[config.mk]
export PLATFORM = sky130hd
export DESIGN_NAME = bnn_vote_accumulator
export DESIGN_NICKNAME = d
export VERILOG_FILES = /design/src/rtl/bnn_pkg.sv /design/src/rtl/bnn_argmax.sv /design/src/rtl/bnn_vote_accumulator.sv
export SDC_FILE = /design/constraint.sdc
export NUM_CORES = 1
export LEC_CHECK = 0
export ABC_AREA = 1
export ABC_CLOCK_PERIOD_IN_PS = 4400
export CORE_ASPECT_RATIO = 0.9
export CORE_UTILIZATION = 46
export CTS_CLUSTER_SIZE = 24
export DETAILED_ROUTE_END_ITERATION = 8
export PLACE_DENSITY = 0.66
export SLEW_MARGIN = 20
export SYNTH_ARGS = -nofsm -noshare
export SYNTH_HDL_FRONTEND = slang
export SYNTH_SLANG_ARGS = --single-unit
[constraint.sdc]
create_clock -name clk -period 4.4 [get_ports clk]
set_input_delay 0.88 -clock clk [delete_from_list [all_inputs] [get_ports clk]]
set_output_delay 0.88 -clock clk [all_outputs]
set_load 0.01 [all_outputs]
[src/rtl/bnn_pkg.sv]
// Shared types and defaults for the binary-network vote accumulator.
// Holds the two-state controller encoding and the default sizing parameters.
package bnn_pkg;

    localparam int DEF_NUM_NEURONS = 4;
    localparam int DEF_CNT_W       = 4;
    localparam int DEF_WINDOW      = 8;

    typedef enum logic {
        ACCUM  = 1'b0,
        REPORT = 1'b1
    } state_t;

    // Keeps a one-neuron configuration from collapsing the index to zero bits.
    function automatic int idx_width(input int n);
        return (n > 1) ? $clog2(n) : 1;
    endfunction

endpackage

[src/rtl/bnn_argmax.sv]
// Combinational argmax over the per-neuron vote counters.
// Lowest index wins on equal counts; tie flags two or more neurons at the maximum.
module bnn_argmax
    import bnn_pkg::*;
#(
    parameter int NUM_NEURONS = DEF_NUM_NEURONS,
    parameter int CNT_W       = DEF_CNT_W,
    localparam int IDX_W      = idx_width(NUM_NEURONS),
    localparam int HIT_W      = $clog2(NUM_NEURONS + 1)
) (
    input  logic [NUM_NEURONS-1:0][CNT_W-1:0] votes,
    output logic [IDX_W-1:0]                  index,
    output logic [CNT_W-1:0]                  max_count,
    output logic                              tie
);

    logic [HIT_W-1:0] hits;

    // Strict greater-than keeps the earliest neuron when counts are equal.
    always_comb begin
        max_count = votes[0];
        index     = '0;
        for (int i = 1; i < NUM_NEURONS; i++) begin
            if (votes[i] > max_count) begin
                max_count = votes[i];
                index     = IDX_W'(i);
            end
        end
    end

    always_comb begin
        hits = '0;
        for (int i = 0; i < NUM_NEURONS; i++) begin
            hits = hits + HIT_W'(votes[i] == max_count);
        end
        tie = (hits > HIT_W'(1));
    end

endmodule

[src/rtl/bnn_vote_accumulator.sv]
// Accumulates binary neuron activations over a fixed window of samples and
// reports the neuron with the most votes through a ready/valid result port.
module bnn_vote_accumulator
    import bnn_pkg::*;
#(
    parameter int NUM_NEURONS = DEF_NUM_NEURONS,
    parameter int WINDOW      = DEF_WINDOW,
    parameter int CNT_W       = DEF_CNT_W,
    localparam int IDX_W      = idx_width(NUM_NEURONS)
) (
    input  logic                   clk,
    input  logic                   reset,
    input  logic                   clear,
    input  logic                   in_valid,
    output logic                   in_ready,
    input  logic [NUM_NEURONS-1:0] in_act,
    output logic                   out_valid,
    input  logic                   out_ready,
    output logic [IDX_W-1:0]       out_class,
    output logic [CNT_W-1:0]       out_count,
    output logic                   out_tie,
    output logic                   busy
);

    if (WINDOW < 1 || WINDOW > (1 << CNT_W) - 1) begin : g_window_check
        $error("bnn_vote_accumulator: WINDOW must lie in 1..2**CNT_W-1");
    end

    state_t                           state;
    logic [NUM_NEURONS-1:0][CNT_W-1:0] votes;
    logic [NUM_NEURONS-1:0][CNT_W-1:0] votes_next;
    logic [CNT_W-1:0]                  sample_cnt;
    logic                              accept;
    logic                              last_sample;
    logic [IDX_W-1:0]                  win_index;
    logic [CNT_W-1:0]                  win_count;
    logic                              win_tie;

    assign in_ready    = (state == ACCUM);
    assign out_valid   = (state == REPORT);
    assign busy        = (sample_cnt != '0) || (state == REPORT);
    assign accept      = in_valid && in_ready && !clear;
    assign last_sample = (sample_cnt == CNT_W'(WINDOW - 1));

    always_comb begin
        for (int i = 0; i < NUM_NEURONS; i++) begin
            votes_next[i] = votes[i] + CNT_W'(in_act[i]);
        end
    end

    // The winner is judged on the votes including the sample being accepted,
    // so the result can be captured on the same edge as the final sample.
    bnn_argmax #(
        .NUM_NEURONS (NUM_NEURONS),
        .CNT_W       (CNT_W)
    ) u_argmax (
        .votes     (votes_next),
        .index     (win_index),
        .max_count (win_count),
        .tie       (win_tie)
    );

    always_ff @(posedge clk or posedge reset) begin
        if (reset) begin
            state      <= ACCUM;
            votes      <= '0;
            sample_cnt <= '0;
            out_class  <= '0;
            out_count  <= '0;
            out_tie    <= 1'b0;
        end else if (clear) begin
            state      <= ACCUM;
            votes      <= '0;
            sample_cnt <= '0;
        end else begin
            case (state)
                ACCUM: begin
                    if (accept) begin
                        votes      <= votes_next;
                        sample_cnt <= sample_cnt + CNT_W'(1);
                        if (last_sample) begin
                            state     <= REPORT;
                            out_class <= win_index;
                            out_count <= win_count;
                            out_tie   <= win_tie;
                        end
                    end
                end
                REPORT: begin
                    // Result outputs hold until the consumer takes them.
                    if (out_ready) begin
                        state      <= ACCUM;
                        votes      <= '0;
                        sample_cnt <= '0;
                    end
                end
                default: state <= ACCUM;
            endcase
        end
    end

endmodule

==> reports/qor.txt <==
WL final = 6840 um
Most used cell, CP = buf_4
Final RePlAce weighted congestion = 0.943
Setup TNS = -487 ps
Share of post-route cells with drive strength above 1 = 0.442
Slew @ Worst Pin = 603 ps
Syn. warnings = 0
#FFs+latches synth = 28
I/O Buffers = 18
Mapped cell area = 2210 um^2
Final setup margin = -487 ps
Met1 Use GR = 0.328
Via/cell ratio = 5.31
RSZ-0062 raised after global routing = yes
CTS root buf = clkbuf_8
Clock Skew = 6.71 ps
Startpoint Class = primary input
H-tree depth = 1
Detailed placement HPWL = 4500 um
Most frequent cells in the layout = buf_4, nand2_1, nand3_1, inv_1, dfrtp_1
First-pass GRT wire length = 10100 um
Num CTS Buffers = 3
Setup Viol. Count Final = 1
Worst-skew pair later-pin latency = 280 ps
Syn nets = 316
CP max stage cell = ha_2
Commonest non-fill, non-tap cell in the layout = buf_4
Met2 GRT Util = 0.471
Total grt overflow = 0
Power Dens Cells = 603 nW/um^2
Total GRT Usage = 0.265
Worst vdd ir = 0.000264 V
Die Height = 67.7 um
Vias in the first global route = 2175
Busiest grt layer = met2
Fin crit period = 4890 ps
I/O pin cnt = 19
Leading area contributor after synthesis = dfrtp_1
Leakage = 1.69 nW
Clock-pin slew on the worst setup and hold paths = 100 ps
Initial Util = 0.488
Site row count = 23
Core area = 4520 um^2
Routed WL per cell = 15.3 um
Leading post-synthesis cells by cell area = dfrtp_1, ha_1, nand3_1, nand2_1, inv_1
Critical path data arrival time = 5110 ps
Fin crit share = 1.11
Final hold viol count = 0
CTS tree = yes
Sequential area share after synthesis = 0.318
Die area = 5080 um^2
Setup crit end kind = flip-flop
Fmax = 205 MHz
Pin count of the biggest net entering global routing = 29
Detailed Route Iter0 Violations = 163
Width of the chip = 75.0 um
Critical path class = in -> reg
Maxcap violations = 0
Routed Antenna Nets = 0
Hold buffer count at cts = 0
Slowest stage delay, CP = 320 ps
Worst min path class = reg -> reg
GR Util met3 = 0.0373
Drt pass-1 iters = 4
Failing checks = negative setup slack
CP Max Fanout = 5
Synth unique cells = 30
Synth Instances = 288
# DRC = 0
Clock buffer depth = 2
Clk sinks = 28
Status = finished with violations
Yosys top cell area share = 0.318
Final nets = 414
Pre-CTS setup slack = -1190 ps
Max Slew Vio Count = 0
Initial antenna violation count = 0
Vias = 2373
Syn Area/Cell = 7.66 um^2
Layout area overhead = 55.8%
Relative slew slack = 0.597
Antenna diode count = 0
Worst EP required = 4620 ps
## layer usage
layer | wire [um] | vias up | part of all wire
li1 | - | 1137 | -
met1 | 2790 | 1119 | 0.41
met2 | 3420 | 86 | 0.50
met3 | 313 | 31 | 0.046
met4 | 316 | 0 | 0.046
met5 | 0 | - | 0
## worst max-delay path, delay by kind of cell
| family | cells | cell delay [ps] |
|---|---|---|
| and+or+nand+nor | 18 | 1440 |
| buffers and inverters | 11 | 1170 |
| adders and majority gates | 5 | 1320 |
| AOI/OAI and AO/OA | 2 | 170 |
| xor gates and xnor gates | 1 | 150 |
## cell type report
| class | count | area (um^2) |
|---|---|---|
| inverters | 46 | 178 |
| multi-input cells | 212 | 1640 |
| fillers | 308 | 1080 |
| clock buffers | 3 | 41.3 |
| repair buffers | 95 | 771 |
| well taps | 62 | 77.6 |
| flip-flops and latches | 28 | 701 |
| clock inverters | 1 | 30.0 |
## sequential cells by signal, indices dropped and copies added, names as in the netlist
signal      flops
out_tie         1
sample_cnt      4
votes          16
out_count       4
out_valid       1
out_class       2
## per-stage QoR
step	area, um^2	cells	total power, W	hold slack, ps	util
global route	3440	447	0.00219	532	0.761
finish	3440	447	0.00207	500	0.761
detailed placement	2950	420	0.00134	477	0.652
global placement	2950	420	0.00131	465	0.652
CTS	3260	438	0.00175	501	0.721
floorplan	2290	288	0.000956	482	-
## kinds of logic (layout without fill, tap and decap cells)
kind of cell / after synthesis / in the layout / synth area share
fa+ha+maj: 19 / 19 / 0.108
compound gates: 38 / 38 / 0.0964
xor+xnor: 12 / 12 / 0.0476
buf+inv: 49 / 145 / 0.0834
flops: 28 / 28 / 0.318
simple gates: 142 / 143 / 0.347
## Yosys cell counts
| cell | count |
|---|---|
| nor3_2 | 3 |
| nand2_8 | 2 |
| nor2_4 | 1 |
| ha_1 | 19 |
| inv_2 | 6 |
| o21ai_1 | 2 |
| xor2_1 | 10 |
| xnor2_1 | 2 |
| a21oi_2 | 1 |
| o22ai_1 | 6 |
| dfrtp_1 | 28 |
| and3_1 | 1 |
| nand3_2 | 3 |
| nor2_1 | 17 |
| a31oi_1 | 2 |
| nor3_1 | 2 |
| nand3_1 | 38 |
| nand4_1 | 4 |
| inv_1 | 40 |
| o21a_1 | 1 |
| o2111ai_1 | 1 |
| nand2_1 | 48 |
| o21bai_1 | 1 |
| o21ai_0 | 17 |
| a21oi_1 | 7 |
| nand2_2 | 14 |
| nor4_1 | 1 |
| clkbuf_1 | 3 |
| nor2_2 | 1 |
| nand2_4 | 7 |
## where the power goes
group | total [W] | internal, W | switching (W) | leakage, nW
Clock | 0.000206 | 0.000122 | 0.0000842 | 0.0357
Sequential | 0.000287 | 0.000275 | 0.0000121 | 0.384
Combinational | 0.00158 | 0.000760 | 0.000817 | 1.27
Total | 0.00207 | 0.00116 | 0.000913 | 1.69
## repair_timing
item / 4_1_cts / 5_1_grt
pin swaps: 33 / 35
setup buffers: 13 / 9
resized for setup: 32 / 27
cloned: 1 / 0
setup endpoints to repair: 1 / 1
## path summary, 6_finish.rpt
check / slack (ps) / from / cells after the start / endpoint
min in group asynchronous: 980 / reset / 2 / sample_cnt[2]
setup reg to reg: -230 / votes[4] / 36 / out_tie
setup / recovery: -490 / in_act[1] / 37 / out_tie
hold / removal: 500 / out_count[0] / 2 / out_count[0]
hold reg to reg: 500 / out_count[0] / 2 / out_count[0]
max in group asynchronous: 3020 / reset / 2 / votes[11]
(Power assumes the default switching activity.)
